File: config.mk
export PLATFORM = sky130hd
export DESIGN_NAME = alu_exerciser
export DESIGN_NICKNAME = d
export VERILOG_FILES = /design/src/rtl/alu_exerciser.sv
export SDC_FILE = /design/constraint.sdc
export NUM_CORES = 1
export LEC_CHECK = 0
export ABC_AREA = 1
export CAP_MARGIN = 20
export CORE_MARGIN = 2
export CORE_UTILIZATION = 40
export DETAILED_ROUTE_END_ITERATION = 16
export SLEW_MARGIN = 30
export SYNTH_ARGS = -nofsm -noshare
export SYNTH_HDL_FRONTEND = slang
export SYNTH_SLANG_ARGS = --single-unit
File: constraint.sdc
create_clock -name clk -period 3.67 [get_ports clk]
set_input_delay 1.101 -clock clk [delete_from_list [all_inputs] [get_ports clk]]
set_output_delay 1.101 -clock clk [all_outputs]
set_load 0.02 [all_outputs]
File: src/rtl/alu_exerciser.sv
// Built-in self-test master for the datapath ALU: drives a fixed opcode sweep with
// latched seed operands and checks each result and Zero flag against a golden model.
module alu_exerciser #(
   parameter int         WIDTH     = 32,
   parameter int         SETTLE    = 1,
   parameter logic [3:0] IDLE_CTRL = 4'd9
) (
   input  logic             clk,
   input  logic             reset,
   input  logic             start,
   input  logic [WIDTH-1:0] seedA,
   input  logic [WIDTH-1:0] seedB,
   output logic [WIDTH-1:0] entradaA,
   output logic [WIDTH-1:0] entradaB,
   output logic [3:0]       entradaControl,
   input  logic [WIDTH-1:0] ALUresult,
   input  logic             Zero,
   output logic             busy,
   output logic             done,
   output logic             pass,
   output logic [3:0]       err_count,
   output logic [3:0]       fail_op
);

   // state  | meaning
   // IDLE   | waiting for start; outputs hold last pass summary
   // DRIVE  | present latched seeds and opcode of current index
   // WAIT   | let the ALU settle for SETTLE cycles
   // CHECK  | compare ALU outputs with golden model, advance index
   // FINISH | pulse done, publish pass, park opcode at IDLE_CTRL
   typedef enum logic [2:0] {
      S_IDLE, S_DRIVE, S_WAIT, S_CHECK, S_FINISH
   } state_t;

   localparam int CW = (SETTLE < 2) ? 1 : $clog2(SETTLE + 1);

   state_t           state_q, state_d;
   logic [2:0]       idx_q, idx_d;
   logic [CW-1:0]    cnt_q, cnt_d;
   logic [WIDTH-1:0] seed_a_q, seed_a_d;
   logic [WIDTH-1:0] seed_b_q, seed_b_d;
   logic [WIDTH-1:0] ent_a_q, ent_a_d;
   logic [WIDTH-1:0] ent_b_q, ent_b_d;
   logic [3:0]       ctrl_q, ctrl_d;
   logic             busy_q, busy_d;
   logic             done_q, done_d;
   logic             pass_q, pass_d;
   logic [3:0]       err_q, err_d;
   logic [3:0]       fail_op_q, fail_op_d;

   logic [3:0]       cur_op;
   logic [WIDTH-1:0] exp_res;
   logic             exp_zero;
   logic             mismatch;

   function automatic logic [3:0] op_code(input logic [2:0] idx);
      logic [3:0] c;
      case (idx)
         3'd0:    c = 4'd0;
         3'd1:    c = 4'd1;
         3'd2:    c = 4'd2;
         3'd3:    c = 4'd6;
         3'd4:    c = 4'd7;
         default: c = 4'd12;
      endcase
      return c;
   endfunction

   // Golden model works from the latched seeds, not the ALU-facing registers.
   always_comb begin
      cur_op  = op_code(idx_q);
      exp_res = '0;
      case (cur_op)
         4'd0:    exp_res = seed_a_q & seed_b_q;
         4'd1:    exp_res = seed_a_q | seed_b_q;
         4'd2:    exp_res = seed_a_q + seed_b_q;
         4'd6:    exp_res = seed_a_q - seed_b_q;
         4'd7:    exp_res[0] = $signed(seed_a_q) < $signed(seed_b_q);
         default: exp_res = ~(seed_a_q | seed_b_q);
      endcase
      exp_zero = (exp_res == '0);
      mismatch = (ALUresult != exp_res) || (Zero != exp_zero);
   end

   always_comb begin
      state_d   = state_q;
      idx_d     = idx_q;
      cnt_d     = cnt_q;
      seed_a_d  = seed_a_q;
      seed_b_d  = seed_b_q;
      ent_a_d   = ent_a_q;
      ent_b_d   = ent_b_q;
      ctrl_d    = ctrl_q;
      busy_d    = busy_q;
      done_d    = 1'b0;
      pass_d    = pass_q;
      err_d     = err_q;
      fail_op_d = fail_op_q;
      case (state_q)
         S_IDLE: begin
            if (start) begin
               seed_a_d  = seedA;
               seed_b_d  = seedB;
               err_d     = 4'd0;
               fail_op_d = 4'hF;
               pass_d    = 1'b0;
               busy_d    = 1'b1;
               idx_d     = 3'd0;
               state_d   = S_DRIVE;
            end
         end
         S_DRIVE: begin
            ent_a_d = seed_a_q;
            ent_b_d = seed_b_q;
            ctrl_d  = cur_op;
            cnt_d   = CW'(SETTLE);
            state_d = S_WAIT;
         end
         S_WAIT: begin
            cnt_d = cnt_q - CW'(1);
            if (cnt_q <= CW'(1)) state_d = S_CHECK;
         end
         S_CHECK: begin
            if (mismatch) begin
               if (err_q != 4'd15) err_d = err_q + 4'd1;
               if (fail_op_q == 4'hF) fail_op_d = cur_op;
            end
            if (idx_q == 3'd5) begin
               state_d = S_FINISH;
            end else begin
               idx_d   = idx_q + 3'd1;
               state_d = S_DRIVE;
            end
         end
         S_FINISH: begin
            done_d  = 1'b1;
            busy_d  = 1'b0;
            pass_d  = (err_q == 4'd0);
            ctrl_d  = IDLE_CTRL;
            state_d = S_IDLE;
         end
         default: state_d = S_IDLE;
      endcase
   end

   always_ff @(posedge clk) begin
      if (reset) begin
         state_q   <= S_IDLE;
         idx_q     <= 3'd0;
         cnt_q     <= '0;
         seed_a_q  <= '0;
         seed_b_q  <= '0;
         ent_a_q   <= '0;
         ent_b_q   <= '0;
         ctrl_q    <= IDLE_CTRL;
         busy_q    <= 1'b0;
         done_q    <= 1'b0;
         pass_q    <= 1'b0;
         err_q     <= 4'd0;
         fail_op_q <= 4'hF;
      end else begin
         state_q   <= state_d;
         idx_q     <= idx_d;
         cnt_q     <= cnt_d;
         seed_a_q  <= seed_a_d;
         seed_b_q  <= seed_b_d;
         ent_a_q   <= ent_a_d;
         ent_b_q   <= ent_b_d;
         ctrl_q    <= ctrl_d;
         busy_q    <= busy_d;
         done_q    <= done_d;
         pass_q    <= pass_d;
         err_q     <= err_d;
         fail_op_q <= fail_op_d;
      end
   end

   assign entradaA       = ent_a_q;
   assign entradaB       = ent_b_q;
   assign entradaControl = ctrl_q;
   assign busy           = busy_q;
   assign done           = done_q;
   assign pass           = pass_q;
   assign err_count      = err_q;
   assign fail_op        = fail_op_q;

endmodule
; ---- Yosys cells after proc, flatten, opt, wreduce, memory -nomap -nowiden
; Index checks and enable logic that the tools add are counted.
[word_totals]
ff_bits = 150
latchBits = 0
ram_bits = 0
mem_bits_ro = 0
inputBits = 100
out_inout_bits = 79
elab_cells = 87
n_memories = 0
[op_classes]
add_sub_neg = 5
mul = 0
div_mod_pow = 0
order_cmp = 2
n_eq_ne = 23
shift = 0
mux = 25
bitwise_logic = 3
n_reduce_logical = 16
[op_table]
columns = operator, count
row1 = 31-bit case mux with 5 select lines, 1
row2 = 32-bit adder, 1
row3 = 32-bit AND, 1
row4 = 32-bit zero test, 1
row5 = 32-bit less-than comparator, 1
row6 = 32-bit inequality test, 1
row7 = 32-bit inverter, 1
row8 = 32-bit bitwise OR, 1
row9 = 32-bit subtractor, 1
row10 = 4-bit 2-to-1 mux, 6
row11 = 4-bit case mux with 2 select lines, 3
row12 = 4-bit case mux with 5 select lines, 1
row13 = 3-bit 2-to-1 mux, 5
row14 = 3-bit by 2-bit == test with 1-bit output (second input constant), 4
row15 = 2-bit inequality test (second input constant), 6
row16 = 3-bit case mux with 4 select lines, 1
row17 = 3-bit == test (second input constant), 3
row18 = 4-bit by 3-bit == test with 1-bit output (second input constant), 2
row19 = 4-bit zero test, 2
row20 = 4-bit AND reduction, 2
row21 = 2-bit nonzero test, 4
row22 = 3-bit by 1-bit == test with 1-bit output (second input constant), 2
row23 = 3-bit zero test, 2
row24 = 1-bit case mux with 2 select lines, 3
row25 = 15 further kinds, 19

; ---- Depth between registers and ports, before layout
[depth]
depth_word = 9
depth_mapped = 29
ltp_nobuf = 27

; ---- Worst setup path before layout
; Ideal clock, no wire load.
[synth_path]
kind = register to register
startpoint = reg seed_a_q[0]
endpoint = reg err_q[2] (netlist: err_count[2])
setup_ns = 0.115
arrival_time_ns = 2.690
required_ns = 3.555
slack_ns = 0.865
stages_incl_launch_ff = 29
path_buffers = 1
period_less_slack_ns = 2.805
path_cell_list = dfxtp_1 > inv_1 > ha_1 > fa_1 > inv_1 > nand2_1 > nand2_1 > nand3_1 > nand2_1 > nand2_1 > nand2_1 > nand2_1 > nand2_1 > nand2_1 > clkinv_1 > nor2_1 > nor2_1 > nand2_1 > nor2_1 > nand2_1 > nor2_1 > nand3_1 > nand2_1 > nand2_1 > nand2_2 > buf_6 > nand3_1 > nand2_1 > nor2_1
[synth_between]
elab_chain_cells = 8
elab_cells_between_ends = 14
classes_between = add/sub (2) / order compare (1) / eq/ne (3) / mux (2) / bitwise (3) / reduce/logical (3)
[synth_rtl]
columns = element, line
row1 = "start, declared", 40  ; logic [WIDTH-1:0] seed_a_q, seed_a_d;
row2 = "start signal, assigned", 151  ; seed_a_q <= '0;
row3 = "start signal, assigned", 165  ; seed_a_q <= seed_a_d;
row4 = "parallel branches: the longest is 5 deep, another holds 32-bit subtractor", -
row5 = 1-bit logical OR *, 82  ; mismatch = (ALUresult != exp_res) || (Zero != exp_zero);
row6 = 2-bit inequality test (no source line) *, -
row7 = 4-bit AND reduction (no source line) *, -
row8 = "end signal, assigned", 173  ; err_q <= err_d;
row9 = "end, declared", 48  ; logic [3:0] err_q, err_d;
; Mark *: on every way between the ends.
; A chain may end at the register's enable or synchronous reset.

; ---- Worst setup path after layout
[layout_path]
startpoint = reg seed_a_q[0]
endpoint = reg err_q[3] (netlist: err_count[3])
; The elaborated chain is that of the path after synthesis.

==> results by group <==
STA
  – RSZ-0062 raised after global routing: yes
  – Slew @ Worst Pin: 0.834 ns
  – Fin. Hold Viols: 0
  – Fmax: 283 MHz
  – Clk_skew: 0.0137 ns
  – Final worst-path cycle share: 0.964
  – Slew Viols, Final: 0
  – # setup viols final: 0
  – Hold_ws: 0.468 ns
  – Min Clock Period, post-route: 3.54 ns
  – Slew Limit Headroom: 0.444

Synthesis
  – FF+latch count, synth: 149
  – Warnings, synthesis: 0
  – Number of flops mapped to enable cells by yosys: 0
  – Gate Count Post-Synth: 2,189
  – Register area share after synthesis: 0.234
  – Syn nets: 2,393
  – Syn_area_per_cell: 5.83 µm²
  – Mapped cell area: 12,800 µm²
  – Predominant post-synthesis flop cell: dfxtp_1
  – Library cells used by synthesis: 40
  – Async SR Flop Fraction: 0

Worst setup path
  – CP most frequent cell: nand2_1
  – CP Capture Type: flip-flop
  – CP peak stage delay: 0.37 ns
  – Critical Path RT: 3.99 ns
  – Worst path slowest cell: dfxtp_2
  – Startpoint Class: flip-flop
  – CP Buf/Inv Count: 3
  – Critical Path AT: 3.86 ns
  – Crit path kind: flip-flop to flip-flop
  – CP max FO: 4
  – Cell family with most CP delay: simple AND/OR/NAND/NOR gates

Routing
  – Met2 wire length: 21,200 µm
  – Initial DRC count: 1,454
  – Antenna viol nets, final: 0
  – DR vias: 14.8k
  – Detailed Routing Iterations Pass 1: 6
  – Avg Vias per Cell: 5.15
  – DRT met1 WL: 26,800 µm
  – WL final: 54,000 µm
  – Routed met3 length: 4830 µm
  – Top Metal Used: met4
  – WL/cell: 18.8 µm
  – DRC violations left: 0

Floorplan
  – Initial Util: 0.406
  – Die Footprint: 33,400 µm²
  – IO Pins: 179
  – Die height: 183 µm
  – Die extent in x: 183 µm
  – Core ar.: 31,500 µm²
  – # rows: 65

Finish
  – Filler cell count: 3,285
  – Nets: 2,667
  – Share of cells above drive strength 1: 0.124
  – Multi-input gate area: 8360 µm²
  – Post-layout util: 0.540
  – Area growth syn-to-layout: 33.1%
  – Commonest non-fill, non-tap cell in the layout: nand2_1
  – Seq. cell area: 2990 µm²
  – Most frequent cells in the layout: 578 x nand2_1, 365 x inv_1, 198 x a21oi_1

Clock tree
  – CTS Buf Count: 17
  – Clock slew seen by the registers of the worst setup and hold paths: 0.07 ns
  – CTS tree: yes
  – Clock insertion delay at the later pin of the skew report: 0.43 ns
  – CTS Buffer Depth: 2
  – Htree depth: 4
  – Root buf cell: clkbuf_16
  – CTS Hold Bufs: 0
  – CTS Sinks: 149

GRT
  – Gr ovfl total: 0
  – Vias in the first global route: 13.8k
  – Number of antenna violations at the first check in global routing: 2
  – First-pass GRT wire length: 80,700 µm
  – Pin count of the biggest net entering global routing: 81
  – Total GRT Usage: 0.320

Placed design
  – Placed wire-length estimate: 44,600 µm
  – PortBufs: 178
  – GPL Wtd Cong: 1.02

Outcome
  – Status: complete, no violations

Pwr
  – Design Power: 10.9 mW
  – Pwr dens: 641 nW/µm²
  – VDD IR-drop max: 0.000358 V
  – P_leak: 8.36 nW

Run
  – Max cap viols: 0

Hold path
  – Tightest Hold Check Type: flip-flop to flip-flop
[layer usage]
| metal | vias up | global-route usage |
|---|---|---|
| met5 | - | 0 |
| met2 | 616 | 0.447 |
| li1 | 7479 | - |
| met4 | 0 | 0.0787 |
| met3 | 65 | 0.0734 |
| met1 | 6662 | 0.486 |
[power by group]
| part | internal [mW] | leakage [nW] | total, mW | switching (mW) |
|---|---|---|---|---|
| registers | 1.95 | 1.23 | 2.16 | 0.219 |
| clock network | 1.02 | 0.283 | 1.81 | 0.790 |
| logic | 2.59 | 6.85 | 6.93 | 4.34 |
[path summary, 6_finish.rpt]
kind / start / to / slack [ns] / cells past startpoint
worst max-delay path: seed_a_q[0] / err_count[3] / 0.13 / 26
worst min-delay path: busy / busy / 0.47 / 2
worst max register to register: seed_a_q[0] / err_count[3] / 0.13 / 26
worst min register to register: busy / busy / 0.47 / 2
[worst register-to-register path, stage by stage (launching register included)]
cell and delay (ns):
dfxtp_2 0.37, inv_2 0.09, ha_4 0.19, fa_2 0.37, inv_1 0.08, nand2_1 0.10, nand2_1 0.11, nand4_1 0.10
nand2_2 0.12, nand2_1 0.08, nand2_1 0.11, nand2_1 0.10, nand2_2 0.09, nand2_1 0.07, nand3_2 0.09, nand2_1 0.07
nand2_1 0.11, nand4_1 0.23, nor2_4 0.24, nand3_1 0.10, nand2_1 0.07, nand2_1 0.08, nand2_4 0.13, buf_4 0.14
nand3_1 0.06, nand2_1 0.08, nor2_1 0.04
[per-stage QoR]
stage	area, µm²	cells	setup WS [ns]	TNS (ns)
2_1_floorplan	12800	2189	0.865	0
3_3_place_gp	16000	2841	-0.292	-2.03
3_5_place_dp	16000	2841	-0.226	-1.55
4_1_cts	16600	2873	0.00518	0
5_1_grt	17000	2879	-0.0353	-0.0859
6_report	17000	2879	0.132	0
[sequential cells by signal, indices dropped and copies added (netlist names), 4 cells and up]
name,flops
seed_b_q,32
entradaA,32
entradaB,32
seed_a_q,32
fail_op,4
entradaControl,4
err_count,4
[kinds of logic (layout without fill, tap and decap cells)]
kind of cell | count (synthesis) | in the layout | synth area share
simple gates | 1057 | 1057 | 0.351
buf+inv | 464 | 751 | 0.143
compound gates | 410 | 410 | 0.166
flops | 149 | 149 | 0.234
fa+ha+maj | 104 | 104 | 0.103
xor+xnor | 5 | 5 | 0.00343
other cells | 0 | 1 | 0
[final cells by class]
cell class	count	share of cell area
antenna	1	0.000147
clock buffer	18	0.0252
clock inverter	14	0.00957
inverter	375	0.0829
multi-input combinational	1576	0.492
sequential	149	0.176
tap	402	0.0296
timing repair buffer	344	0.185
[cells in the mapped netlist, types with 6 or more instances]
cell type,n,area [µm²]
nand3_1,199,996
nor3_1,12,60.1
nand3b_1,9,67.6
o22ai_1,7,43.8
dfxtp_1,149,2980
o21ai_0,171,856
o21ai_1,6,30.0
inv_1,370,1390
or2_2,9,56.3
buf_2,24,120
nor2_1,164,616
or2_1,14,87.6
o21bai_1,9,67.6
clkbuf_1,49,184
ha_1,102,1280
nand2_1,590,2210
nand2_2,9,56.3
a21oi_1,205,1030
nand4_1,37,231
[repair_timing]
| action | in CTS | in global routing |
|---|---|---|
| pin swaps | 0 | 9 |
| resized for setup | 8 | 90 |
| hold endpoints to repair | 0 | 0 |
| endpoints found under the setup margin | 8 | 8 |
| setup buffers | 0 | 5 |
No activity file was read; power rests on OpenSTA's default activity.
